### config.mk
export PLATFORM = sky130hd
export DESIGN_NAME = bcd_display_scan
export DESIGN_NICKNAME = d
export VERILOG_FILES = /design/src/rtl/bcd_display_scan.sv
export SDC_FILE = /design/constraint.sdc
export NUM_CORES = 1
export LEC_CHECK = 0
export ABC_AREA = 1
export BUFFER_PORTS_ARGS = -buffer_cell sky130_fd_sc_hd__buf_2
export CAP_MARGIN = 20
export CELL_PAD_IN_SITES_DETAIL_PLACEMENT = 1
export CELL_PAD_IN_SITES_GLOBAL_PLACEMENT = 2
export CORE_MARGIN = 5
export CORE_UTILIZATION = 34
export DETAILED_ROUTE_END_ITERATION = 12
export HOLD_SLACK_MARGIN = 0.08
export PLACE_DENSITY = 0.87
export RECOVER_POWER = 100
export SYNTH_ARGS = -nofsm -noshare
export SYNTH_HDL_FRONTEND = slang
export SYNTH_SLANG_ARGS = --single-unit
### constraint.sdc
create_clock -name clock -period 2.3 [get_ports clock]
set_clock_uncertainty 0.05 [all_clocks]
set_input_delay 0.46 -clock clock [delete_from_list [all_inputs] [get_ports clock]]
set_output_delay 0.46 -clock clock [all_outputs]
set_load 0.02 [all_outputs]
### src/rtl/bcd_display_scan.sv
// Four-digit multiplexed 7-segment scanner with frame-synchronous BCD snapshot.
// Optional build macro: LEADING_ZERO_BLANK_EN (suppresses leading zeros on digits 3..1).
module bcd_display_scan #(
    parameter int SCAN_DIV   = 50000,
    parameter bit ACTIVE_LOW = 1'b1
) (
    input  logic       clock,
    input  logic       reset,
    input  logic [3:0] in0,
    input  logic [3:0] in1,
    input  logic [3:0] in2,
    input  logic [3:0] in3,
    input  logic       blank,
    output logic [6:0] seg,
    output logic [3:0] an,
    output logic       frame
);

    localparam int            CW      = (SCAN_DIV > 2) ? $clog2(SCAN_DIV) : 1;
    localparam logic [CW-1:0] LAST    = CW'(SCAN_DIV - 1);
    localparam logic [6:0]    SEG_OFF = ACTIVE_LOW ? 7'h7F : 7'h00;
    localparam logic [3:0]    AN_OFF  = ACTIVE_LOW ? 4'hF : 4'h0;

    logic [CW-1:0] presc_q, presc_d;
    logic [1:0]    idx_q, idx_d;
    logic [15:0]   snap_q, snap_d;
    logic          frame_q, frame_d;
    logic [6:0]    seg_q, seg_d;
    logic [3:0]    an_q, an_d;

    logic          tick;
    logic          wrap;
    logic [3:0]    digit;
    logic [6:0]    seg_act;
    logic [3:0]    an_act;

    always_comb begin
        tick    = (presc_q == LAST);
        wrap    = tick && (idx_q == 2'd3);
        presc_d = tick ? '0 : presc_q + CW'(1);
        idx_d   = tick ? idx_q + 2'd1 : idx_q;
        // Inputs are only sampled at the frame boundary so a frame never mixes old and new digits.
        snap_d  = wrap ? {in3, in2, in1, in0} : snap_q;
        frame_d = wrap;

        case (idx_q)
            2'd0:    digit = snap_q[3:0];
            2'd1:    digit = snap_q[7:4];
            2'd2:    digit = snap_q[11:8];
            default: digit = snap_q[15:12];
        endcase

        case (digit)
            4'd0:    seg_act = 7'h3F;
            4'd1:    seg_act = 7'h06;
            4'd2:    seg_act = 7'h5B;
            4'd3:    seg_act = 7'h4F;
            4'd4:    seg_act = 7'h66;
            4'd5:    seg_act = 7'h6D;
            4'd6:    seg_act = 7'h7D;
            4'd7:    seg_act = 7'h07;
            4'd8:    seg_act = 7'h7F;
            4'd9:    seg_act = 7'h6F;
            default: seg_act = 7'h40;
        endcase

        an_act = 4'b0001 << idx_q;
`ifdef LEADING_ZERO_BLANK_EN
        // A digit is a leading zero when it and every more-significant digit are zero.
        case (idx_q)
            2'd3:    if (snap_q[15:12] == 4'd0) an_act = 4'b0000;
            2'd2:    if (snap_q[15:8] == 8'd0) an_act = 4'b0000;
            2'd1:    if (snap_q[15:4] == 12'd0) an_act = 4'b0000;
            default: an_act = an_act;
        endcase
`endif
        if (blank) an_act = 4'b0000;

        seg_d = ACTIVE_LOW ? ~seg_act : seg_act;
        an_d  = ACTIVE_LOW ? ~an_act : an_act;
    end

    always_ff @(posedge clock or posedge reset) begin
        if (reset) begin
            presc_q <= '0;
            idx_q   <= 2'd0;
            snap_q  <= 16'd0;
            frame_q <= 1'b0;
            seg_q   <= SEG_OFF;
            an_q    <= AN_OFF;
        end else begin
            presc_q <= presc_d;
            idx_q   <= idx_d;
            snap_q  <= snap_d;
            frame_q <= frame_d;
            seg_q   <= seg_d;
            an_q    <= an_d;
        end
    end

    assign seg   = seg_q;
    assign an    = an_q;
    assign frame = frame_q;

endmodule

==> flow_summary.ini, run 1 <==
[logic_synthesis]
synth-compound-area-share_pct = 2.34
synth-adder-area-share_pct = 5.72
ys_seq_area_share_pct = 48.4
netlist_instances = 292
syn_nets = 322
yosysWarningCount = 0
post_synth_mux_area_share_pct = 0
synth_area_um2 = 2410
synth_xor_xnor_area_share_pct = 2.18
synthDistinctLibCells = 28
synth_top_family_by_area = simple AND/OR/NAND/NOR gates
yosys.area_share.simple_pct = 34.9
avgSynthCellArea_um2 = 8.24
ys_ff_latch = 46

[route]
vias = 1982
drtPass1Iterations = 4
wire_per_inst_um = 13.6
avgViaCountPerCell = 4.66
ant_nets = 0
drt_iter0_drc = 72
wirelength_um = 5760
drc = 0

[clocking]
cts_root_buf = clkbuf_8
path_clk_slew_ps = 100
clockBufferDepth = 2
tritoncts = yes
h-tree-depth = 2
cts_sinks = 46
clkLatencyLatePin_ps = 310
postCtsHoldBufs = 0
cts_buffers = 5

[timing]
drv_slew = 0
fmax_mhz = 490
slew_headroom_pct = 24.6
rsz0062_at_grt = no
setup_viol = 0
finalHoldViolCount = 0
tightest_slew_ps = 1130
hold_slack_ps = 350
layout_min_cycle_time_ps = 2040
finalSetupTns_ps = 0
post-route-period-util_pct = 88.7

[job]
cap_violations = 0

[global_routing]
antenna_found_initial = 0
use_met3_pct = 2.24
grtUsageTotal_pct = 14.2
busiest_layer = met2
use_met1_pct = 20.1
grt_pass1_vias = 2009
use_met2_pct = 22.0
grt_pass1_wl_um = 9970
grt_max_degree = 47
grt-ovfl-total = 0

[die]
pin_count = 31
die_area_um2 = 8860
die_width_um = 94.1
start_util_pct = 35.2
die_y_um = 94.1
core_um2 = 6830
row_count = 30

[power_and_ir_drop]
p_leak_nw = 1.36
peakVddDrop_mv = 0.198
pwr_density_cell_nw_per_um2 = 495

[placement]
gp_congestion = 0.790
dp_hpwl_um = 4460
numPortBuffers = 30
dp_cells = 417

[run_status]
outcome = finished clean

[final_layout]
drive_above_1_share_pct = 17.0
stdcell_count = 425
antenna_cells = 0
fill_cells = 864
area_delta_synth_final_pct = 13.5
fin_nets = 358

[worst_setup_path]
cp.arrival_ps = 2240
cp-end-kind = flip-flop
crit_type = flip-flop to flip-flop
worstPathRequired_ps = 2500
critPathLaunchType = flip-flop
cp_max_fo = 6

[min_path]
holdCritPathClass = primary input to flip-flop
-- cell type report --
type	count	area, um^2	area share (%)
sequential	46	1160	42.6
clock buffer	5	68.8	2.52
inverter	32	120	4.40
clock inverter	3	21.3	0.779
multi-input combinational	209	1070	39.3
timing repair buffer	34	163	5.96
tap	96	120	4.40
-- metrics by stage --
step,utilization [%],setup WS [ps],instance area [um^2],power (mW)
2_1_floorplan,-,421,2410,0.840
3_3_place_gp,39.1,289,2670,0.863
3_5_place_dp,39.1,160,2670,0.863
4_1_cts,40.4,133,2760,1.38
5_1_grt,40.0,55.3,2730,1.41
6_report,40.0,259,2730,1.35
-- critical path: stages, from the launching register on --
cell     delay [ps]
dfrtp_1         430
inv_1           100
ha_1            290
nand2_1         100
nand2_1          70
o21ai_2         240
inv_1           110
ha_1            310
inv_1            60
nand3_1          80
nand3_1         100
nand2_1          50
-- layout by cell type (no fill, tap or decap), drive strengths merged --
| cell | netlist | final |
|---|---|---|
| o22ai | 1 | 1 |
| o21ai | 4 | 4 |
| ha | 11 | 11 |
| o21bai | 2 | 2 |
| nand2 | 108 | 108 |
| nand3 | 18 | 18 |
| clkbuf | 1 | 18 |
| xor2 | 6 | 6 |
| dfstp | 11 | 11 |
| clkinv | 0 | 3 |
| a21oi | 3 | 3 |
| nor2 | 31 | 31 |
| inv | 32 | 31 |
| dfrtp | 35 | 35 |
| nand4 | 20 | 20 |
| nor3 | 1 | 1 |
| clkinvlp | 0 | 1 |
| buf | 4 | 21 |
| and2 | 1 | 1 |
| or2 | 3 | 3 |
-- worst paths after layout --
path,from,end,slack [ps],cells past startpoint
worst max-delay path,idx_q[0],seg[3],260,11
worst min-delay path,in2[1],snap_q[9],350,3
worst max register to register,idx_q[0],seg[3],260,11
worst min register to register,snap_q[7],snap_q[7],430,2
max in group asynchronous,reset,presc_q[8],1060,3
min in group asynchronous,reset,presc_q[0],450,3
-- kinds of logic (layout without fill, tap and decap cells) --
| kind of cell | count (synthesis) | count (layout) |
|---|---|---|
| compound gates | 10 | 10 |
| fa+ha+maj | 11 | 11 |
| buf+inv | 37 | 74 |
| flops | 46 | 46 |
| xor+xnor | 6 | 6 |
| simple gates | 182 | 182 |
-- timing repair --
action	in CTS	in global routing
setup endpoints to repair	0	2
gates resized for setup	0	1
endpoints found under the hold margin	0	0
buffers inserted	0	0
-- cell usage after synthesis (all sizes together) --
master	count	area (um^2)
o21ai	4	20.0
dfrtp	35	876
or2	3	18.8
nor2	31	149
ha	11	138
a21oi	3	15.0
nand2	108	423
and2	1	6.26
inv	32	120
o21bai	2	15.0
nand3	18	108
xor2	6	52.6
nor3	1	5.00
clkbuf	1	3.75
dfstp	11	289
o22ai	1	6.26
nand4	20	131
buf	4	31.3
-- routing by layer --
| metal | share of wire, % | up-vias |
|---|---|---|
| met5 | 0 | - |
| met4 | 1.5 | 0 |
| li1 | - | 991 |
| met3 | 3.3 | 6 |
| met1 | 50 | 953 |
| met2 | 45 | 32 |
-- sequential cells by signal (all words and copies together) (netlist names) --
| signal | flops |
|---|---|
| an | 4 |
| frame | 1 |
| idx_q | 2 |
| presc_q | 16 |
| seg | 7 |
| snap_q | 16 |
-- where the power goes --
group          switching (mW)  internal (mW)  leakage (nW)
sequential           0.000223          0.811         0.507
combinational          0.0227         0.0118         0.806
clock                   0.293          0.214        0.0441
(Power assumes the default switching activity.)
==> run 2: changes to the inputs <==
--- a/config.mk
+++ b/config.mk
@@ -15,7 +15,7 @@
 export DETAILED_ROUTE_END_ITERATION = 12
 export HOLD_SLACK_MARGIN = 0.08
 export PLACE_DENSITY = 0.87
-export RECOVER_POWER = 100
+export RECOVER_POWER = 25
 export SYNTH_ARGS = -nofsm -noshare
 export SYNTH_HDL_FRONTEND = slang
 export SYNTH_SLANG_ARGS = --single-unit
==> run 2 against run 1 <==
Count of clock-buffer cells in the layout stayed put. Critical path depth is the same. Cell area up 1.2%.
==> flow_summary.ini, run 2 (synthesis gave the netlist of run 1 again) <==
[worst_setup_path]
r2r-start = idx_q[0]
cp_max_fo = 6
cp.arrival_ps = 2240
path_cells = inv_1 -> ha_1 -> nand2_1 -> nand2_1 -> o21ai_2 -> inv_1 -> ha_1 -> inv_1 -> nand3_1 -> nand3_1 -> nand2_1
worstSetupStartpoint = idx_q[0]
critPathLaunchType = flip-flop
worstPathRequired_ps = 2500
cp_slowest_stage_delay_ps = 430
crit_type = flip-flop to flip-flop
cp-end-kind = flip-flop
path_buf_inv = 3
cp_top_family = adder cells
cp_slowest_cell = dfrtp_1

[placement]
dp_hpwl_um = 4460
numPortBuffers = 30
gp_congestion = 0.790

[timing]
setup_viol = 0
finalSetupTns_ps = 0
slew_headroom_pct = 24.6
fmax_mhz = 490
drv_slew = 0
post-route-period-util_pct = 88.8
rsz0062_at_grt = no
tightest_slew_ps = 1130
layout_min_cycle_time_ps = 2040
finalHoldViolCount = 0
hold_slack_ps = 351

[die]
start_util_pct = 35.2
pin_count = 31
row_count = 30
die_y_um = 94.1
core_um2 = 6830
die_area_um2 = 8860
die_width_um = 94.1

[clocking]
cts_setup_buffers = 0
h-tree-depth = 2
cts.repair.resized = 0
clkLatencyLatePin_ps = 310
path_clk_slew_ps = 100
clockBufferDepth = 2
postCtsHoldBufs = 0
cts_sinks = 46
tritoncts = yes
cts_root_buf = clkbuf_8
cts_buffers = 5

[global_routing]
grt_pass1_vias = 2009
antenna_found_initial = 0
grtUsageTotal_pct = 14.2
grt-ovfl-total = 0
grt_pass1_wl_um = 9970
grt_max_degree = 47

[route]
avgViaCountPerCell = 4.64
drt_iter0_drc = 75
wirelength_um = 5710
ant_nets = 0
vias = 1970
drtPass1Iterations = 4
drc = 0
wire_per_inst_um = 13.4

[power_and_ir_drop]
p_sw_share_pct = 23.3
peakVddDrop_mv = 0.198
comb_power_share_pct = 2.6
intPower_mw = 1.04
power_mw = 1.35
power_frac_clock_pct = 37.5
p_leak_nw = 1.39
seqPwrFrac_pct = 60.0
pwr_density_cell_nw_per_um2 = 489
p_sw_mw = 0.315

[final_layout]
multiInputGateArea_um2 = 1090
final_cell_mix = nand2_1 (103), dfrtp_1 (35), buf_2 (30), nor2_1 (29), inv_1 (27)
area_delta_synth_final_pct = 14.8
drive_above_1_share_pct = 21.6
seq_area_um2 = 1160
antenna_cells = 0
layout_commonest_cell = nand2_1
fill_cells = 860
fin_nets = 358
post-route-util_pct = 40.5

[run_status]
outcome = finished clean

[job]
cap_violations = 0

[min_path]
min_from = in0[2]
holdCritPathClass = primary input to flip-flop
## run 2: cell types whose count changed in the layout (fill, tap and decap cells not counted), sizes merged
cell	delta
clkbuf	-12
buf	+12
## run 2: worst paths after layout
| path | endpoint | slack (ps) | cells past startpoint |
|---|---|---|---|
| hold / removal | snap_q[2] | 350 | 3 |
| setup / recovery | seg[3] | 260 | 11 |
| setup reg to reg | seg[3] | 260 | 11 |
| hold reg to reg | snap_q[7] | 430 | 2 |
| max in group asynchronous | presc_q[8] | 1060 | 3 |
| min in group asynchronous | presc_q[0] | 450 | 3 |
## run 2: metal layers
layer / share of wire [%] / global-route usage (%) / up-vias / wire length (um)
met4: 1.5 / 4.69 / 0 / 87
met1: 50 / 20.1 / 944 / 2870
met5: 0 / 0 / - / 0
met2: 45 / 22.0 / 29 / 2600
li1: - / - / 991 / -
met3: 2.7 / 2.24 / 6 / 157
## run 2: power groups by stage
stage	clock, mW	combinational, mW	sequential [mW]
after floorplan	0	0.0129	0.827
after global placement	0	0.0367	0.826
after detailed placement	0	0.0374	0.826
after CTS	0.534	0.0375	0.811
after global routing	0.559	0.0414	0.811
final	0.506	0.0347	0.811
## run 2: area by class of cell
type	count	area share (%)
sequential	46	42.1
multi-input combinational	209	39.5
timing repair buffer	34	6.43
inverter	32	4.35
tap	96	4.35
clock buffer	5	2.49
clock inverter	3	0.770
## run 2: tightest hold or removal path, delay by kind of cell
family / cells / cell delay (ps)
buffers and inverters: 1 / 70
and+or+nand+nor: 2 / 150
## run 2: stage by stage
stage | cell area, um^2 | cells | setup slack [ps]
after floorplan | 2410 | 292 | 421
after global routing | 2760 | 425 | 55.3
after detailed placement | 2670 | 417 | 160
after global placement | 2670 | 417 | 289
final | 2760 | 425 | 258
after CTS | 2760 | 425 | 133
==> run 3: changes to the inputs <==
--- a/config.mk
+++ b/config.mk
@@ -8,7 +8,7 @@
 export ABC_AREA = 1
 export BUFFER_PORTS_ARGS = -buffer_cell sky130_fd_sc_hd__buf_2
 export CAP_MARGIN = 20
-export CELL_PAD_IN_SITES_DETAIL_PLACEMENT = 1
+export CELL_PAD_IN_SITES_DETAIL_PLACEMENT = 0
 export CELL_PAD_IN_SITES_GLOBAL_PLACEMENT = 2
 export CORE_MARGIN = 5
 export CORE_UTILIZATION = 34
==> run 3 against run 2 <==
Combinational power is essentially flat. Clock power is essentially flat. Non-clock buffer count is the same. Cell area is essentially flat. Sequential share of layout area is essentially flat. Wire length shrank 8.2%. Total power grew 0.11%. Utilization is essentially flat. Hold slack lost 2.8 ps. Cell count is the same. Die area is the same. Critical path depth is the same. Highest routed layer unchanged.
==> flow_summary.ini, run 3 (synthesis gave the netlist of run 1 again) <==
[clocking]
h-tree-depth = 2
cts_setup_buffers = 0
cts.repair.resized = 0
tritoncts = yes
clkLatencyLatePin_ps = 300
cts_sinks = 46
cts_buffers = 5
path_clk_slew_ps = 90
clockBufferDepth = 2
postCtsHoldBufs = 0
cts_root_buf = clkbuf_8

[final_layout]
fin_nets = 358
antenna_cells = 0
drive_above_1_share_pct = 21.6
area_delta_synth_final_pct = 14.8
final_cell_mix = nand2_1 (103), dfrtp_1 (35), buf_2 (30), nor2_1 (29), inv_1 (27)
layout_commonest_cell = nand2_1
post-route-util_pct = 40.4

[timing]
rsz0062_at_grt = no
setup_ws_ps = 297
post-route-period-util_pct = 87.1
finalSetupTns_ps = 0
slew_headroom_pct = 23.7
setup_viol = 0
layout_min_cycle_time_ps = 2000
tightest_slew_ps = 1140
drv_slew = 0
finalHoldViolCount = 0
hold_slack_ps = 348
fmax_mhz = 499

[worst_setup_path]
cp_max_fo = 6
worstPathRequired_ps = 2490
cp_slowest_stage_delay_ps = 430
path_cells = inv_1 -> ha_1 -> nand2_1 -> nand2_1 -> o21ai_2 -> inv_1 -> ha_1 -> inv_1 -> nand3_1 -> nand3_1 -> nand2_1
cp.arrival_ps = 2200
cp_slowest_cell = dfrtp_1
critPathLaunchType = flip-flop
crit_type = flip-flop to flip-flop
cp-end-kind = flip-flop
r2r_setup_slack_ps = 300

[die]
die_y_um = 94.1
pin_count = 31
die_area_um2 = 8860
row_count = 30
die_width_um = 94.1
core_um2 = 6830
start_util_pct = 35.2

[job]
cap_violations = 0

[placement]
gp_congestion = 0.790
pre_cts_ws_ps = 210
numPortBuffers = 30
dp_hpwl_um = 3930

[global_routing]
grt_pass1_vias = 1959
grt_pass1_wl_um = 9320
grt_max_degree = 47
antenna_found_initial = 0
grt-ovfl-total = 0
grtUsageTotal_pct = 13.3

[run_status]
outcome = finished clean

[route]
drc = 0
wirelength_um = 5250
drt_iter0_drc = 54
vias = 1896
drtPass1Iterations = 4
ant_nets = 0
wire_per_inst_um = 12.3
avgViaCountPerCell = 4.46

[power_and_ir_drop]
power_mw = 1.35
p_leak_nw = 1.40
pwr_density_cell_nw_per_um2 = 490
peakVddDrop_mv = 0.164

[min_path]
holdCritPathClass = primary input to flip-flop
==> run 3: final timing paths <==
kind,from,to,cells after the start
min in group asynchronous,reset,presc_q[0],3
max in group asynchronous,reset,snap_q[13],3
worst max register to register,idx_q[0],seg[3],11
worst min-delay path,blank,an[3],3
worst max-delay path,idx_q[0],seg[3],11
worst min register to register,snap_q[12],snap_q[12],2
==> run 3: report_power, final <==
part	leakage, nW	switching, mW	total (mW)	internal (mW)
Combinational	0.843	0.0224	0.0344	0.0121
Sequential	0.507	0.000241	0.811	0.811
Clock	0.0484	0.293	0.508	0.215
Total	1.40	0.316	1.35	1.04
==> run 3: final cells by class <==
| class | count | area (um^2) |
|---|---|---|
| Inverter | 32 | 120 |
| Clock inverter | 3 | 20.0 |
| Multi-Input combinational cell | 209 | 1090 |
| Tap cell | 96 | 120 |
| Sequential cell | 46 | 1160 |
| Fill cell | 766 | 4070 |
| Timing Repair Buffer | 34 | 178 |
| Clock buffer | 5 | 68.8 |
==> run 3: metal layers <==
metal / track usage, % / part of all wire [%] / up-vias / wire [um]
met3: 2.56 / 3.5 / 7 / 181
met2: 20.1 / 43 / 27 / 2250
met1: 19.0 / 52 / 863 / 2730
li1: - / - / 999 / -
met4: 4.33 / 1.6 / 0 / 85
met5: 0 / 0 / - / 0
==> run 3: critical path: cells and delay by family, from the launching register on <==
| kind | cells | cell delay (ps) |
|---|---|---|
| compound gates | 1 | 240 |
| fa+ha+maj | 2 | 580 |
| buf+inv | 3 | 250 |
| flops | 1 | 430 |
| simple gates | 5 | 380 |
==> run 3: metrics by stage <==
step                cells  instance area [um^2]
global route          425                  2760
CTS                   425                  2760
detailed placement    417                  2670
floorplan             292                  2410
finish                425                  2760
global placement      417                  2670
